$ cat src/rtl/p405s_gprPkg.sv
// Shared GPR write-port tracking types.
// Slot record, slot index enum and address width.
package p405s_gprPkg;

    localparam int ADDR_W = 10;
    localparam int NSLOT  = 6;

    typedef logic [ADDR_W-1:0] addr_t;

    typedef struct packed {
        logic  valid;
        addr_t addr;
    } slot_t;

    typedef enum logic [2:0] {
        EXE_RP,
        EXE_MORM,
        EXE_LP,
        WB_RP,
        WB_LP,
        LWB_LP
    } slot_e;

    function automatic logic slot_hit(
        input slot_t s,
        input addr_t a
    );
        return s.valid && (s.addr == a);
    endfunction

endpackage

$ cat src/rtl/p405s_wPortCmp.sv
// One read address against the five bypassable writer slots.
// Instantiated once per decode read port.
module p405s_wPortCmp
    import p405s_gprPkg::*;
(
    input  logic [ADDR_W-1:0] i_addr,
    input  slot_t             i_exeRp,
    input  slot_t             i_exeMorM,
    input  slot_t             i_wbRp,
    input  slot_t             i_wbLp,
    input  slot_t             i_lwbLp,
    output logic              o_eqExeRp,
    output logic              o_eqExeMorM,
    output logic              o_eqWbRp,
    output logic              o_eqWbLp,
    output logic              o_eqLwbLp
);

    assign o_eqExeRp   = slot_hit(i_exeRp, i_addr);
    assign o_eqExeMorM = slot_hit(i_exeMorM, i_addr);
    assign o_eqWbRp    = slot_hit(i_wbRp, i_addr);
    assign o_eqWbLp    = slot_hit(i_wbLp, i_addr);
    assign o_eqLwbLp   = slot_hit(i_lwbLp, i_addr);

endmodule

$ cat src/rtl/p405s_wporttrack.sv
// GPR write-port destination tracker: in-flight writer slots,
// write-port drive and decode-vs-writer address compares.
module p405s_wporttrack
    import p405s_gprPkg::*;
(
    input  logic              CB,
    input  logic              resetN,
    input  logic              dcdAdvance,
    input  logic              dcdRpWrEn,
    input  logic              dcdMorM,
    input  logic              dcdLpWrEn,
    input  logic [ADDR_W-1:0] dcdRpWrAddr,
    input  logic [ADDR_W-1:0] dcdLpWrAddr,
    input  logic              exeAdvance,
    input  logic              exeFlush,
    input  logic              morMDone,
    input  logic              lpDataValid,
    input  logic [ADDR_W-1:0] preDcdRA,
    input  logic [ADDR_W-1:0] preDcdRSRT,
    output logic              dcdRAEqexeRpAddr,
    output logic              dcdRAEqexeMorMRpAddr,
    output logic              dcdRAEqwbRpAddr,
    output logic              dcdRAEqwbLpAddr,
    output logic              dcdRAEqlwbLpAddr,
    output logic              dcdRSEqexeRpAddr,
    output logic              dcdRSEqexeMorMRpAddr,
    output logic              dcdRSEqwbRpAddr,
    output logic              dcdRSEqwbLpAddr,
    output logic              dcdRSEqlwbLpAddr,
    output logic              gprRpWrEn,
    output logic [ADDR_W-1:0] gprRpWrAddr,
    output logic              gprLpWrEn,
    output logic [ADDR_W-1:0] gprLpWrAddr,
    output logic              rpWbConflict,
    output logic              lpHold
);

    slot_t r_slot [NSLOT];
    slot_t w_nxt  [NSLOT];

    logic w_issueRp;
    logic w_issueMorM;
    logic w_issueLp;
    logic w_morRet;
    logic w_rpGo;
    logic w_lpGo;
    logic w_wbV;
    logic w_lwbV;
    logic w_lwbRet;
    logic w_wbRet;
    logic w_wbStay;
    logic w_lwbFree;
    logic w_wbToLwb;

    assign w_issueRp   = dcdAdvance & dcdRpWrEn & ~dcdMorM;
    assign w_issueMorM = dcdAdvance & dcdRpWrEn & dcdMorM;
    assign w_issueLp   = dcdAdvance & dcdLpWrEn;

    assign w_morRet = morMDone & r_slot[EXE_MORM].valid;
    assign rpWbConflict = morMDone & r_slot[EXE_RP].valid;
    // MorM owns wbRp on a conflict; exeRp waits in place.
    assign w_rpGo = exeAdvance & ~rpWbConflict;

    assign w_wbV  = r_slot[WB_LP].valid;
    assign w_lwbV = r_slot[LWB_LP].valid;

    // Load data always belongs to the oldest outstanding load.
    assign w_lwbRet  = lpDataValid & w_lwbV;
    assign w_wbRet   = lpDataValid & ~w_lwbV & w_wbV;
    assign w_wbStay  = w_wbV & ~w_wbRet;
    assign w_lwbFree = ~w_lwbV | w_lwbRet;
    assign w_wbToLwb = w_wbStay & w_lwbFree;

    assign lpHold = w_wbStay & ~w_lwbFree;
    assign w_lpGo = exeAdvance & ~lpHold;

    always_comb begin
        w_nxt = r_slot;

        if (exeFlush) begin
            w_nxt[EXE_RP].valid = 1'b0;
        end else if (w_issueRp) begin
            w_nxt[EXE_RP] = '{1'b1, dcdRpWrAddr};
        end else if (w_rpGo) begin
            w_nxt[EXE_RP].valid = 1'b0;
        end

        if (w_issueMorM) begin
            w_nxt[EXE_MORM] = '{1'b1, dcdRpWrAddr};
        end else if (morMDone) begin
            w_nxt[EXE_MORM].valid = 1'b0;
        end

        if (exeFlush) begin
            w_nxt[EXE_LP].valid = 1'b0;
        end else if (w_issueLp) begin
            w_nxt[EXE_LP] = '{1'b1, dcdLpWrAddr};
        end else if (w_lpGo) begin
            w_nxt[EXE_LP].valid = 1'b0;
        end

        // A flushed exe entry must not reach writeback.
        if (w_morRet) begin
            w_nxt[WB_RP] = r_slot[EXE_MORM];
        end else if (w_rpGo) begin
            w_nxt[WB_RP] = '{r_slot[EXE_RP].valid & ~exeFlush,
                             r_slot[EXE_RP].addr};
        end else begin
            w_nxt[WB_RP].valid = 1'b0;
        end

        if (w_wbToLwb) begin
            w_nxt[LWB_LP] = r_slot[WB_LP];
        end else if (w_lwbRet) begin
            w_nxt[LWB_LP].valid = 1'b0;
        end

        if (w_lpGo) begin
            w_nxt[WB_LP] = '{r_slot[EXE_LP].valid & ~exeFlush,
                             r_slot[EXE_LP].addr};
        end else if (w_wbToLwb | w_wbRet) begin
            w_nxt[WB_LP].valid = 1'b0;
        end
    end

    always_ff @(posedge CB or negedge resetN) begin
        if (!resetN) begin
            r_slot <= '{default: '0};
        end else begin
            r_slot <= w_nxt;
        end
    end

    assign gprRpWrEn   = r_slot[WB_RP].valid;
    assign gprRpWrAddr = gprRpWrEn ? r_slot[WB_RP].addr : '0;

    assign gprLpWrEn   = lpDataValid & (w_lwbV | w_wbV);
    assign gprLpWrAddr = !gprLpWrEn ? '0 :
                         w_lwbV     ? r_slot[LWB_LP].addr :
                                      r_slot[WB_LP].addr;

    p405s_wPortCmp u_cmpRA (
        .i_addr      (preDcdRA),
        .i_exeRp     (r_slot[EXE_RP]),
        .i_exeMorM   (r_slot[EXE_MORM]),
        .i_wbRp      (r_slot[WB_RP]),
        .i_wbLp      (r_slot[WB_LP]),
        .i_lwbLp     (r_slot[LWB_LP]),
        .o_eqExeRp   (dcdRAEqexeRpAddr),
        .o_eqExeMorM (dcdRAEqexeMorMRpAddr),
        .o_eqWbRp    (dcdRAEqwbRpAddr),
        .o_eqWbLp    (dcdRAEqwbLpAddr),
        .o_eqLwbLp   (dcdRAEqlwbLpAddr)
    );

    p405s_wPortCmp u_cmpRS (
        .i_addr      (preDcdRSRT),
        .i_exeRp     (r_slot[EXE_RP]),
        .i_exeMorM   (r_slot[EXE_MORM]),
        .i_wbRp      (r_slot[WB_RP]),
        .i_wbLp      (r_slot[WB_LP]),
        .i_lwbLp     (r_slot[LWB_LP]),
        .o_eqExeRp   (dcdRSEqexeRpAddr),
        .o_eqExeMorM (dcdRSEqexeMorMRpAddr),
        .o_eqWbRp    (dcdRSEqwbRpAddr),
        .o_eqWbLp    (dcdRSEqwbLpAddr),
        .o_eqLwbLp   (dcdRSEqlwbLpAddr)
    );

endmodule

$ cat config.mk
export PLATFORM = sky130hd
export DESIGN_NAME = p405s_wporttrack
export DESIGN_NICKNAME = d
export VERILOG_FILES = /design/src/rtl/p405s_gprPkg.sv /design/src/rtl/p405s_wPortCmp.sv /design/src/rtl/p405s_wporttrack.sv
export SDC_FILE = /design/constraint.sdc
export NUM_CORES = 1
export LEC_CHECK = 0
export CELL_PAD_IN_SITES_DETAIL_PLACEMENT = 1
export CELL_PAD_IN_SITES_GLOBAL_PLACEMENT = 2
export CORE_UTILIZATION = 33
export DETAILED_ROUTE_END_ITERATION = 10
export PLACE_DENSITY = 0.86
export SLEW_MARGIN = 20
export SYNTH_ARGS = -nofsm -noshare
export SYNTH_HDL_FRONTEND = slang
export SYNTH_SLANG_ARGS = --single-unit
export TNS_END_PERCENT = 5
$ cat constraint.sdc
create_clock -name CB -period 1.7 [get_ports CB]
set_clock_uncertainty 0.05 [all_clocks]
set_input_delay 0.34 -clock CB [delete_from_list [all_inputs] [get_ports CB]]
set_output_delay 0.34 -clock CB [all_outputs]
set_load 0.005 [all_outputs]
==> metrics.csv <==
metric,value,unit
crit-path max FO,3,
H-tree depth,3,
GP Congestion,0.845,
met2 wire length,7760,um
post-synthesis register bit count,66,
sequential share of the synthesized area,40.7,%
CTS tree,done,
Hold Slack,383,ps
# rows,40,
critical path cell sequence,"clkdlybuf4s15_1, buf_6, buf_4, xnor2_2, nand4_1, nor3_2, buf_2",
crit path kind,input port to primary output,
adder-cell share of the synthesized area,0,%
placed insts,653,
worst hold path stage count,2,
Synth warnings,0,
largest family of logic cells by synthesized area,multiplexers,
delay of the slowest cell on the worst path,330,ps
synthesized-area fraction occupied by and/or/nand/nor cells,10.2,%
vias in the first global route,3900,
Cell Pwr Density,1070,nW/um2
reg-to-reg critical path endpoint,r_slot[26]$_DFFE_PN0P_,
Fin. Hold Viols,0,
PnR worst setup slack,-319,ps
CORE AREA,12000,um2
Flop pwr share,35.9,%
CTS Buffer Depth,2,
"Avg Cell Area, Syn",11.2,um2
clk sinks,66,
final instance area,6590,um2
Slew @ Worst Pin,398,ps
R2R depth,5,
clock slew at reported path FFs,50,ps
Critical Path Start Type,input port,
Hold Startpoint,morMDone,
"Max stage delay cell, worst path",nor3_2,
FMAX,495,MHz
post-synthesis xor/xnor area fraction,21.6,%
Comb power frac,36.9,%
synthesized area,4060,um2
final setup fails,21,
Crit path required time,1310,ps
Final Util,54.9,%
die span in y,113,um
starting density of the core,33.8,%
Port Buf Inserts,83,
# Max-Cap Violations,0,
dpl ws,-888,ps
leakage,0.00288,uW
ant diodes,0,
worst hold endpoint,r_slot[54]$_DFFE_PN0P_,
die area,12700,um2
r2r startpoint,r_slot[65]$_DFFE_PN0P_,
Mapped Cells,362,
drt drc,0,
Net Sw Power,2230,uW
Placement Cell Area,5810,um2
GRT overflow,0,
"Min Clock Period, post-route",2020,ps
worst vdd ir,0.513,mV
dpl hpwl,10000,um
Final Routed Wirelength,14900,um
latest clock arrival within the worst-skew pair,330,ps
DR WL met3,631,um
Crit. End Element,primary output,
Nets,586,
fin crit share,119,%
Root Buffer,clkbuf_16,
Finished Layout Cells,688,
wire per inst,21.7,um
Num CTS Buffers,9,
clock share of power,27.2,%
Reg2Reg Setup Slack,80,ps
Vias/cell,5.08,
first-pass GRT wire length,22200,um
post-synthesis compound-gate area fraction,1.30,%
CP Data Arrival Time,1630,ps
mux contribution to synthesized area,22.7,%
outcome,"finished, violations left",
syn nets,412,
top routing layer in use,met4,
initial antenna violation count,0,
largest net degree at the start of global routing,67,
met1 WL,6260,um
IO Count,84,
fraction of layout cells with a size suffix above 1,55.3,%
Area Overhead vs Synth,62.4,%
drt pass-1 iters,5,
Hold Path Class,input port to flop,
unrepaired setup endpoints after global routing,true,
Detail Route Antenna Nets,0,
Internal Power,4790,uW
Max Slew Vio Count,0,
Tot GR Track Use,23.6,%
Slew HR,73.5,%
Switching Fraction,31.8,%
library cells used by synthesis,28,
total number of vias,3492,
chip width,113,um
failing checks,setup timing,
1st-iter DRT viols,124,
critical path, delay by kind of cell:
family                    cells  cell delay (ps)
buffers and inverters         4              600
xor gates and xnor gates      1              180
and+or+nand+nor               2              500
synth_stat cells:
library cell / n / share of area [%]
xnor2_1: 100 / 22
dfrtp_1: 66 / 41
mux2_2: 61 / 17
clkbuf_1: 21 / 1.9
nand4_1: 20 / 3.1
and2_1: 11 / 1.7
nand3_1: 11 / 1.4
nor3_1: 11 / 1.4
mux2i_1: 10 / 2.5
nor2_1: 10 / 0.93
mux2_4: 9 / 3.3
buf_2: 6 / 0.74
nand2_1: 4 / 0.37
inv_1: 3 / 0.28
nand2b_1: 3 / 0.46
a21oi_1: 2 / 0.25
nand3b_1: 2 / 0.37
o21ai_0: 2 / 0.25
a21bo_2: 1 / 0.25
a21boi_0: 1 / 0.19
a21o_1: 1 / 0.19
buf_1: 1 / 0.092
buf_4: 1 / 0.19
buf_6: 1 / 0.28
nand2_2: 1 / 0.15
nand3_2: 1 / 0.25
nor2b_1: 1 / 0.15
o21bai_1: 1 / 0.19
area by class of cell:
type,count,area [um2]
Inverter,3,11.3
Tap cell,147,184
Timing Repair Buffer,193,1780
Fill cell,1288,5420
Clock buffer,14,264
Clock inverter,2,35.0
Multi-Input combinational cell,263,2640
Sequential cell,66,1680
power groups by stage:
| stage | Sequential (uW) | Clock [uW] | Combinational [uW] |
|---|---|---|---|
| after CTS | 2440 | 1910 | 2380 |
| after detailed placement | 2410 | 0 | 2220 |
| after global routing | 2550 | 2000 | 2750 |
| final | 2520 | 1910 | 2590 |
| after floorplan | 2310 | 0 | 1200 |
| after global placement | 2380 | 0 | 2150 |
per-stage QoR:
| step | setup TNS (ps) | power, uW |
|---|---|---|
| floorplan | 0 | 3510 |
| global placement | -18290 | 4530 |
| detailed placement | -21120 | 4640 |
| CTS | -4420 | 6730 |
| global route | -4850 | 7310 |
| finish | -3880 | 7020 |
layout by cell type, fill, tap and decap left out, drive strengths merged:
cell           instances
clkdlybuf4s15         10
a21bo                  1
dlymetal6s2s           1
dlygate4sd2           20
dlygate4sd3            1
and2                  11
nand2b                 3
o21bai                 1
nand3                 12
clkdlybuf4s50         26
nand4                 20
buf                  122
o21ai                  2
nor2b                  1
mux2i                 10
a21oi                  2
nand2                  5
clkinv                 1
xnor2                100
a21o                   1
dfrtp                 66
nor2                  10
nand3b                 2
a21boi                 1
nor3                  11
mux2                  70
clkbuf                27
inv                    3
bufinv                 1
state kept, by name (all words and copies together), names as in the netlist:
signal / flops
r_slot: 63
w_lwbV: 1
gprRpWrEn: 1
w_wbV: 1
how the worst max path moves through the flow:
stage	startpoint	end	slack [ps]	cells after the start
2_1_floorplan	preDcdRA[6]	dcdRAEqlwbLpAddr	260	4
5_1_grt	preDcdRSRT[4]	dcdRSEqwbLpAddr	-340	7
6_report	preDcdRSRT[4]	dcdRSEqwbLpAddr	-320	7
3_5_place_dp	preDcdRSRT[7]	dcdRSEqwbLpAddr	-890	5
4_1_cts	w_lwbV$_DFFE_PN0P_	gprLpWrAddr[0]	-230	5
3_3_place_gp	preDcdRA[5]	dcdRAEqexeRpAddr	-850	6
cell families after synthesis:
kind of cell / Yosys count
buf+inv: 33
flops: 66
simple gates: 75
compound gates: 8
mux: 80
xor+xnor: 100
per-layer routing:
| metal | track usage [%] | vias to the layer above |
|---|---|---|
| li1 | - | 1576 |
| met1 | 29.2 | 1796 |
| met2 | 41.4 | 101 |
| met3 | 3.59 | 19 |
| met4 | 9.39 | 0 |
| met5 | 0 | - |
what timing repair did:
action                     4_1_cts  5_1_grt
resized for setup              177       54
gates cloned                     1        0
hold endpoints to repair        29        0
hold buffers                     1        0
pin swaps                       39       22
setup buffers                   13        4
setup endpoints to repair       34       41
No activity file was read; power rests on OpenSTA's default activity.
